==> config.mk <==
export PLATFORM = sky130hd
export DESIGN_NAME = seq_stage_ctrl_flat
export DESIGN_NICKNAME = d
export VERILOG_FILES = /design/src/rtl/seq_stage_ctrl_if.sv /design/src/rtl/seq_stage_ctrl.sv /design/src/flat_wrapper.sv
export SDC_FILE = /design/constraint.sdc
export NUM_CORES = 1
export LEC_CHECK = 0
export BUFFER_PORTS_ARGS = -buffer_cell sky130_fd_sc_hd__buf_4
export CORE_UTILIZATION = 25
export CTS_CLUSTER_SIZE = 8
export DETAILED_ROUTE_END_ITERATION = 8
export PLACE_DENSITY = 0.51
export SLEW_MARGIN = 20
export SYNTH_ARGS = -nofsm -noshare
export SYNTH_HDL_FRONTEND = slang
export SYNTH_SLANG_ARGS = --single-unit
export TNS_END_PERCENT = 20
==> constraint.sdc <==
create_clock -name clk -period 3.02 [get_ports clk]
set_input_delay 0.604 -clock clk [delete_from_list [all_inputs] [get_ports clk]]
set_output_delay 0.604 -clock clk [all_outputs]
set_load 0.01 [all_outputs]
==> src/rtl/seq_stage_ctrl_if.sv <==
// seq_stage_ctrl_if: control/status bundle between the SEQ stage sequencer
// and the datapath (fetch flags, memory flags, next PC, stage enables).
interface seq_stage_ctrl_if #(
    parameter int unsigned CNT_W = 32
);
    logic             start;
    logic             step_req;
    logic             instr_valid;
    logic             imem_error;
    logic             hlt;
    logic             dmem_error;
    logic [63:0]      updated_pc;
    logic [63:0]      pc;
    logic             en_fetch;
    logic             en_decode;
    logic             en_execute;
    logic             en_memory;
    logic             en_wb;
    logic             en_pcupd;
    logic [2:0]       stat;
    logic             busy;
    logic [CNT_W-1:0] retired;

    // Sequencer side
    modport master (
        input  start, step_req, instr_valid, imem_error, hlt, dmem_error, updated_pc,
        output pc, en_fetch, en_decode, en_execute, en_memory, en_wb, en_pcupd,
               stat, busy, retired
    );

    // Datapath / environment side
    modport slave (
        output start, step_req, instr_valid, imem_error, hlt, dmem_error, updated_pc,
        input  pc, en_fetch, en_decode, en_execute, en_memory, en_wb, en_pcupd,
               stat, busy, retired
    );
endinterface

==> src/rtl/seq_stage_ctrl.sv <==
// seq_stage_ctrl: multi-cycle stage sequencer for the Y86-64 SEQ datapath.
// Owns the architectural PC, processor status and retired-instruction count,
// and enables one stage per clock. Stops permanently on any exception.
// Optional single-step mode is compiled in with SEQ_CTRL_STEP_EN.
module seq_stage_ctrl #(
    parameter logic [63:0] RESET_PC = 64'h0,
    parameter int unsigned CNT_W    = 32
) (
    input logic              clk,
    input logic              rst_n,
    seq_stage_ctrl_if.master bus
);

    typedef enum logic [3:0] {
        IDLE, FETCH, DECODE, EXECUTE, MEMORY, WB, PCUPD, WAIT_STEP, STOP
    } state_t;

    typedef enum logic [2:0] {
        STAT_AOK = 3'd1,
        STAT_HLT = 3'd2,
        STAT_ADR = 3'd3,
        STAT_INS = 3'd4
    } stat_t;

    state_t           state_q, state_d;
    stat_t            stat_q, stat_d;
    logic [63:0]      pc_q, pc_d;
    logic [CNT_W-1:0] retired_q, retired_d;

    logic en_fetch, en_decode, en_execute, en_memory, en_wb, en_pcupd;
    logic busy;

`ifndef SEQ_CTRL_STEP_EN
    logic unused_step_req;
    assign unused_step_req = bus.step_req;
`endif

    // State register: synchronous active-low reset
    always_ff @(posedge clk) begin
        if (!rst_n) begin
            state_q   <= IDLE;
            stat_q    <= STAT_AOK;
            pc_q      <= RESET_PC;
            retired_q <= '0;
        end else begin
            state_q   <= state_d;
            stat_q    <= stat_d;
            pc_q      <= pc_d;
            retired_q <= retired_d;
        end
    end

    // Next-state: stage sequencing, exception capture, PC/retire update
    always_comb begin
        state_d   = state_q;
        stat_d    = stat_q;
        pc_d      = pc_q;
        retired_d = retired_q;
        case (state_q)
            IDLE: begin
                if (bus.start) state_d = FETCH;
            end
            FETCH: begin
                if (bus.imem_error) begin
                    stat_d  = STAT_ADR;
                    state_d = STOP;
                end else if (!bus.instr_valid) begin
                    stat_d  = STAT_INS;
                    state_d = STOP;
                end else if (bus.hlt) begin
                    stat_d  = STAT_HLT;
                    state_d = STOP;
                end else begin
                    state_d = DECODE;
                end
            end
            DECODE:  state_d = EXECUTE;
            EXECUTE: state_d = MEMORY;
            MEMORY: begin
                if (bus.dmem_error) begin
                    stat_d  = STAT_ADR;
                    state_d = STOP;
                end else begin
                    state_d = WB;
                end
            end
            WB: state_d = PCUPD;
            PCUPD: begin
                pc_d      = bus.updated_pc;
                retired_d = retired_q + CNT_W'(1);
`ifdef SEQ_CTRL_STEP_EN
                state_d   = WAIT_STEP;
`else
                state_d   = FETCH;
`endif
            end
            WAIT_STEP: begin
`ifdef SEQ_CTRL_STEP_EN
                if (bus.step_req) state_d = FETCH;
`endif
            end
            STOP: state_d = STOP;
            default: state_d = IDLE;
        endcase
    end

    // Outputs: one-hot stage enables decoded from the state register
    always_comb begin
        en_fetch   = 1'b0;
        en_decode  = 1'b0;
        en_execute = 1'b0;
        en_memory  = 1'b0;
        en_wb      = 1'b0;
        en_pcupd   = 1'b0;
        busy       = 1'b1;
        case (state_q)
            FETCH:      en_fetch   = 1'b1;
            DECODE:     en_decode  = 1'b1;
            EXECUTE:    en_execute = 1'b1;
            MEMORY:     en_memory  = 1'b1;
            WB:         en_wb      = 1'b1;
            PCUPD:      en_pcupd   = 1'b1;
            IDLE, STOP: busy       = 1'b0;
            default:    busy       = 1'b1;
        endcase
    end

    assign bus.pc         = pc_q;
    assign bus.stat       = stat_q;
    assign bus.retired    = retired_q;
    assign bus.busy       = busy;
    assign bus.en_fetch   = en_fetch;
    assign bus.en_decode  = en_decode;
    assign bus.en_execute = en_execute;
    assign bus.en_memory  = en_memory;
    assign bus.en_wb      = en_wb;
    assign bus.en_pcupd   = en_pcupd;

endmodule
==> src/flat_wrapper.sv <==
// flat-port wrapper written by rule: the top's interface ports become plain ports
module seq_stage_ctrl_flat 
#(
    parameter logic [63:0] RESET_PC = 64'h0,
    parameter int unsigned CNT_W    = 32
)
  (clk, rst_n, bus_start, bus_step_req, bus_instr_valid, bus_imem_error, bus_hlt, bus_dmem_error, bus_updated_pc, bus_pc, bus_en_fetch, bus_en_decode, bus_en_execute, bus_en_memory, bus_en_wb, bus_en_pcupd, bus_stat, bus_busy, bus_retired);
  seq_stage_ctrl_if #(.CNT_W(CNT_W)) bus_i ();
  input logic clk;
  input logic rst_n;
  input wire logic [$bits(bus_i.start)-1:0] bus_start;
  input wire logic [$bits(bus_i.step_req)-1:0] bus_step_req;
  input wire logic [$bits(bus_i.instr_valid)-1:0] bus_instr_valid;
  input wire logic [$bits(bus_i.imem_error)-1:0] bus_imem_error;
  input wire logic [$bits(bus_i.hlt)-1:0] bus_hlt;
  input wire logic [$bits(bus_i.dmem_error)-1:0] bus_dmem_error;
  input wire logic [$bits(bus_i.updated_pc)-1:0] bus_updated_pc;
  output wire logic [$bits(bus_i.pc)-1:0] bus_pc;
  output wire logic [$bits(bus_i.en_fetch)-1:0] bus_en_fetch;
  output wire logic [$bits(bus_i.en_decode)-1:0] bus_en_decode;
  output wire logic [$bits(bus_i.en_execute)-1:0] bus_en_execute;
  output wire logic [$bits(bus_i.en_memory)-1:0] bus_en_memory;
  output wire logic [$bits(bus_i.en_wb)-1:0] bus_en_wb;
  output wire logic [$bits(bus_i.en_pcupd)-1:0] bus_en_pcupd;
  output wire logic [$bits(bus_i.stat)-1:0] bus_stat;
  output wire logic [$bits(bus_i.busy)-1:0] bus_busy;
  output wire logic [$bits(bus_i.retired)-1:0] bus_retired;
  assign bus_i.start = bus_start;
  assign bus_i.step_req = bus_step_req;
  assign bus_i.instr_valid = bus_instr_valid;
  assign bus_i.imem_error = bus_imem_error;
  assign bus_i.hlt = bus_hlt;
  assign bus_i.dmem_error = bus_dmem_error;
  assign bus_i.updated_pc = bus_updated_pc;
  assign bus_pc = bus_i.pc;
  assign bus_en_fetch = bus_i.en_fetch;
  assign bus_en_decode = bus_i.en_decode;
  assign bus_en_execute = bus_i.en_execute;
  assign bus_en_memory = bus_i.en_memory;
  assign bus_en_wb = bus_i.en_wb;
  assign bus_en_pcupd = bus_i.en_pcupd;
  assign bus_stat = bus_i.stat;
  assign bus_busy = bus_i.busy;
  assign bus_retired = bus_i.retired;
  seq_stage_ctrl #(.RESET_PC(RESET_PC), .CNT_W(CNT_W)) u_core (.clk(clk), .rst_n(rst_n), .bus(bus_i));
endmodule
==> reports/qor.yml, run 1 <==
total_power_mw: 2.857
totalWireLength_um: 12350
yosysTopAreaCell: "dfxtp_1"
synth_ff_type: "dfxtp_1"
critPathMostFrequentCell: "buf_4"
cts_root_buffer: "clkbuf_16"
critPathKind: "register to primary output"
crit_path_start_kind: "register"
diodes: 0
multiInputGateArea_sq_um: 1916
drive_gt1_frac: 0.2959
synthDominantCellAreaShare: 0.4953
synth.distinct_cells: 39
grtUsageTotal: 0.1419
nNetsFinal: 744
postRouteAntennaNets: 0
setup_violations: 0
coreArea_sq_um: 16060
cts_buffer_depth: 2
hold_viol_final: 0
post_cts_buffers: 0
synth_seq_cells: 103
path_clk_slew_ns: 0.06
cts_sinks: 103
crit_family: "buffers and inverters"
gp_congestion: 0.7593
cellPowerDensity_nw_per_um2: 478.8
nFillCells: 1669
die_x_um: 131.0
finalCriticalPeriod_ns: 2.543
crit_slowest_cell: "dfxtp_1"
synth_area_leaders: "dfxtp_1 (50%), nand2_1 (13%), a21oi_1 (10%)"
crit_chain: "nand4bb_4 -> buf_4 -> inv_2 -> buf_4"
grt_max_degree: 68
ys_seq_area_frac: 0.4953
setup-tns-final_ns: 0
worstMarginPinSlew_ns: 0.6514
synth_edf_count: 0
syn_area_sq_um: 4163
critPathBufInv: 3
die_y_um: 131.0
die_area_sq_um: 17170
rsz0062_at_grt: "no"
synth_nets: 591
status: "finished clean"
hold_class: "register to register"
cp-end-kind: "primary output"
ctsHoldBuffers: 0
routedWlPerCell_um: 13.85
area_growth_syn_to_layout_pct: 43.34
initial_core_util: 0.2592
max_cap_viol_count: 0
crit_fanout: 57
p_leak_nw: 2.284
syn_avg_cell_area_sq_um: 8.036
first_iter_violations: 201
layout_common_cells: "buf_4 (180), nand2_1 (147), dfxtp_1 (103)"
rows: 46
synth_warnings: 0
final_core_util: 0.3716
synthArstFlopShare: 0
grt_first_pass_wirelength_um: 18910
finalMaxSlewViolations: 0
cts_tree: "yes"
cp_data_required_time_ns: 2.42
arrival_ns: 1.94
grt_pass1_vias: 3845
io_buffers: 176
slew_headroom: 0.5657
clock_latency_ns: 0.34
syn-instance-count: 518
dr.pass1.iters: 4
drc: 0
cpPeakStageDelay_ns: 0.55
htreeDepth: 3
dp_hpwl_um: 8702
cts_buffers: 9
ir_drop_mv: 0.2747
dr_total_vias: 4199
clock.fmax_mhz: 393.2
finalClockSkew_ns: 0.005252
period_share: 0.8421
antenna_found_initial: 0
via_per_inst: 4.707
final_common_cell: "buf_4"
ios: 178
cts_resized: 0
grt_overflow_total: 0
register_area_sq_um: 2062
[final timing paths]
kind,slack (ns),depth (start not counted),endpoint,from
setup reg to reg,0.57,4,u_core.bus.retired[29],u_core.state_q[2]
setup / recovery,0.48,4,bus_en_pcupd,u_core.state_q[0]
hold / removal,0.45,2,u_core.bus.pc[54],u_core.bus.pc[54]
hold reg to reg,0.45,2,u_core.bus.pc[54],u_core.bus.pc[54]
[worst reg2reg max path, cell delays in order (launching register included)]
cell and delay, ns:
dfxtp_1 0.57, nand4bb_4 0.18, or4_1 0.87, or4_1 0.62
a21oi_1 0.15
[cells in the mapped netlist (2+ instances only)]
cell,instances
a21oi_1,86
and4_1,3
buf_1,4
buf_6,2
clkbuf_1,32
dfxtp_1,103
inv_1,5
mux2i_1,3
nand2_1,147
nand2b_1,8
nand3_1,11
nand4_1,10
nor2_1,16
nor3_1,5
nor3b_1,2
nor4_1,3
nor4b_1,2
o21ai_0,5
o22ai_1,2
o311ai_0,3
o31ai_1,13
o41ai_1,3
or3_1,10
or4_1,18
xnor2_1,7
xor2_1,2
[metal layers]
metal  part of all wire  routed length, um  global-route usage
met2               0.49               6083              0.2381
met3              0.069                852             0.04031
met5                  0                  0                   0
met1               0.42               5212              0.1682
met4              0.017                204             0.06356
[logic make-up (layout without fill, tap and decap cells)]
| kind of cell | after synthesis | after routing | synth area share |
|---|---|---|---|
| muxes | 3 | 3 | 0.007214 |
| buffers and inverters | 45 | 203 | 0.04448 |
| adders and majority gates | 1 | 1 | 0.003005 |
| AOI/OAI and AO/OA | 113 | 113 | 0.1503 |
| and+or+nand+nor | 244 | 244 | 0.2807 |
| xor gates and xnor gates | 9 | 9 | 0.01894 |
| DFF | 103 | 103 | 0.4953 |
[sequential cells by signal (all words and copies together) (netlist names)]
register / cells
u_core.bus.retired: 32
u_core.state_q: 4
u_core.bus.pc: 64
u_core.bus.stat: 3
[where the power goes]
| group | switching [mW] | leakage, nW | internal [mW] | total, mW |
|---|---|---|---|---|
| clock network | 0.496 | 0.160 | 0.771 | 1.27 |
| registers | 0.0233 | 0.830 | 1.37 | 1.40 |
| logic | 0.0814 | 1.29 | 0.113 | 0.194 |
| total | 0.600 | 2.28 | 2.26 | 2.86 |
[stage by stage]
stage / hold WS [ns] / cell area, sq um / setup WS [ns] / instances
after global placement: 0.4434 / 5642 / 0.6290 / 876
after detailed placement: 0.4474 / 5642 / 0.6015 / 876
after global routing: 0.4755 / 5967 / 0.2974 / 892
after floorplan: 0.4805 / 4163 / 0.9779 / 518
final: 0.4541 / 5967 / 0.4768 / 892
after CTS: 0.4568 / 5967 / 0.4383 / 892
[final cells by class]
type                            instances  area share
Clock buffer                           13     0.04362
Clock inverter                          3     0.01090
Inverter                                6    0.003774
Multi-Input combinational cell        370      0.3210
Sequential cell                       103      0.3456
Tap cell                              216     0.04529
Timing Repair Buffer                  181      0.2298
(Power assumes the default switching activity.)
==> inputs of run 2 (changes only) <==
- PLACE_DENSITY: 0.51 -> 0.53
- clock period: 3.02 -> 2.2 ns (I/O delays scaled with it)
==> reports/qor.yml, run 2 (synthesis gave the netlist of run 1 again) <==
dp.cells: 893  # was 876
cts_buffers: 9  # unchanged
grtUsageTotal: 0.1417  # was 0.1419
ios: 178  # unchanged
area_growth_syn_to_layout_pct: 46.71  # was 43.34%
die_area_sq_um: 17170  # unchanged
seqPwrFrac: 0.469  # was 0.489
switching_share: 0.2119  # was 0.2101
cp-end-kind: "register"  # was primary output
rsz0062_at_grt: "no"  # unchanged
grt_first_pass_wirelength_um: 18980  # was 18,910 um
postRouteAntennaNets: 0  # unchanged
routedWlPerCell_um: 13.40  # was 13.85 um
setup-tns-final_ns: 0  # unchanged
diodes: 0  # unchanged
drive_gt1_frac: 0.3160  # was 0.2959
cpPeakStageDelay_ns: 0.52  # was 0.55 ns
largest_reg_flops: 64  # unchanged
rows: 46  # unchanged
initial_core_util: 0.2592  # unchanged
critPathKind: "register to register"  # was register to primary output
gp_congestion: 0.7506  # was 0.7593
dr.pass1.iters: 4  # unchanged
finalClockSkew_ns: 0.007092  # was 0.005252 ns
arrival_ns: 2.32  # was 1.94 ns
worstSetupStartpoint: "u_core.state_q[0]"  # unchanged
die_x_um: 131.0  # unchanged
grt_overflow_total: 0  # unchanged
crit_slowest_cell: "or4_1"  # was dfxtp_1
layout_common_cells: "buf_4 (197), nand2_1 (147), dfxtp_1 (103)"  # was buf_4 (180), nand2_1 (147), dfxtp_1 (103)
p_sw_mw: 0.8574  # was 0.6003 mW
cts_buffer_depth: 2  # unchanged
finalMaxSlewViolations: 0  # unchanged
dp_hpwl_um: 8837  # was 8702 um
stdcell_count: 909  # was 892
critPathMostFrequentCell: "or4_1"  # was buf_4
crit_fanout: 24  # was 57
cts_tree: "yes"  # unchanged
fin_ws_ns: 0.1493  # was 0.4768 ns
hold_viol_final: 0  # unchanged
antenna_found_initial: 0  # unchanged
cts_sinks: 103  # unchanged
cts_root_buffer: "clkbuf_16"  # unchanged
pre_cts_ws_ns: 0.1690  # was 0.6015 ns
dr_total_vias: 4189  # was 4,199
clockPowerShare: 0.458  # was 0.443
ir_drop_mv: 0.4204  # was 0.2747 mV
die_y_um: 131.0  # unchanged
status: "finished clean"  # unchanged
ctsHoldBuffers: 0  # unchanged
total_power_mw: 4.046  # was 2.857 mW
crit_chain: "nand4bb_4 -> or4_1 -> buf_4 -> or4_1 -> a21oi_1"  # was nand4bb_4 -> buf_4 -> inv_2 -> buf_4
finalCriticalPeriod_ns: 2.051
slew_headroom: 0.6021  # was 0.5657
coreArea_sq_um: 16060  # unchanged
period_share: 0.9321
drc: 0  # unchanged
comb_power_share: 0.074  # was 0.068
htreeDepth: 3  # unchanged
crit_path_start_kind: "register"  # unchanged
via_per_inst: 4.608  # was 4.707
hold_class: "primary input to register"  # was register to register
setup_violations: 0  # unchanged
hold_start: "bus_updated_pc[44]"  # was u_core.bus.pc[54]
clock_latency_ns: 0.35  # was 0.34 ns
cellPowerDensity_nw_per_um2: 662.5  # was 478.8 nW/um^2
r2r_slack_ns: 0.15  # was 0.57 ns
cp_data_required_time_ns: 2.47  # was 2.42 ns
worstMarginPinSlew_ns: 0.5969  # was 0.6514 ns
totalWireLength_um: 12180  # was 12,350 um
final_common_cell: "buf_4"  # unchanged
reg2reg_from: "u_core.state_q[0]"  # was u_core.state_q[2]
clock.fmax_mhz: 487.6
grt_pass1_vias: 3861  # was 3,845
p_int_mw: 3.188  # was 2.257 mW
grt_max_degree: 56  # was 68
max_cap_viol_count: 0  # unchanged
path_clk_slew_ns: 0.07  # was 0.06 ns
nNetsFinal: 761  # was 744
p_leak_nw: 2.377  # was 2.284 nW
io_buffers: 176  # unchanged
first_iter_violations: 133  # was 201
## run 2: changes by cell type in the layout (fill, tap and decap cells not counted), sizes merged
cell	previous run	this run
clkinvlp	0	1
buf	181	198
clkbuf	13	10
clkinv	1	2
bufinv	2	3
## run 2: through the flow
stage          instance area [sq um]    util  hold WS [ns]
2_1_floorplan                   4163       -        0.4805
3_3_place_gp                    5757  0.3585        0.4430
3_5_place_dp                    5757  0.3585        0.4466
4_1_cts                         6103  0.3801        0.3172
5_1_grt                         6107  0.3803        0.3151
6_report                        6107  0.3803        0.3337
## run 2: final timing paths
path / end / cells after the start
worst max-delay path: u_core.bus.retired[28] / 5
worst min-delay path: u_core.bus.pc[44] / 3
worst max register to register: u_core.bus.retired[28] / 5
worst min register to register: u_core.bus.pc[11] / 2
## run 2: cell type report
| cell class | count | area, sq um |
|---|---|---|
| clock buffer | 10 | 239.0 |
| sequential | 103 | 2062 |
| fill | 1646 | 9951 |
| inverter | 6 | 22.52 |
| timing repair buffer | 198 | 1490 |
| tap | 216 | 270.3 |
| multi-input combinational | 370 | 1916 |
| clock inverter | 6 | 107.6 |
## run 2: timing repair
action | CTS | global route
gates resized for setup | 0 | 1
setup buffers | 0 | 0
endpoints found under the setup margin | 0 | 1
## run 2: power by group through the flow
stage	Sequential (mW)	Clock, mW	Combinational [mW]
6_report	1.90	1.85	0.298
5_1_grt	1.90	2.00	0.325
4_1_cts	1.90	1.93	0.300
3_5_place_dp	1.94	0	0.300
3_3_place_gp	1.94	0	0.295
2_1_floorplan	1.94	0	0.130
## run 2: routing by layer
layer	routed length [um]	share of wire	track usage	vias up
met5	0	0	0	-
met4	167	0.014	0.04192	0
met3	852	0.070	0.05904	10
met2	5911	0.49	0.2291	111
met1	5248	0.43	0.1713	1945
li1	-	-	-	2123
## run 2: worst max-delay path: cells and delay by family, from the launching register on
family,cells,cell delay [ns]
compound gates,1,0.16
buf+inv,1,0.22
flops,1,0.31
simple gates,3,1.29
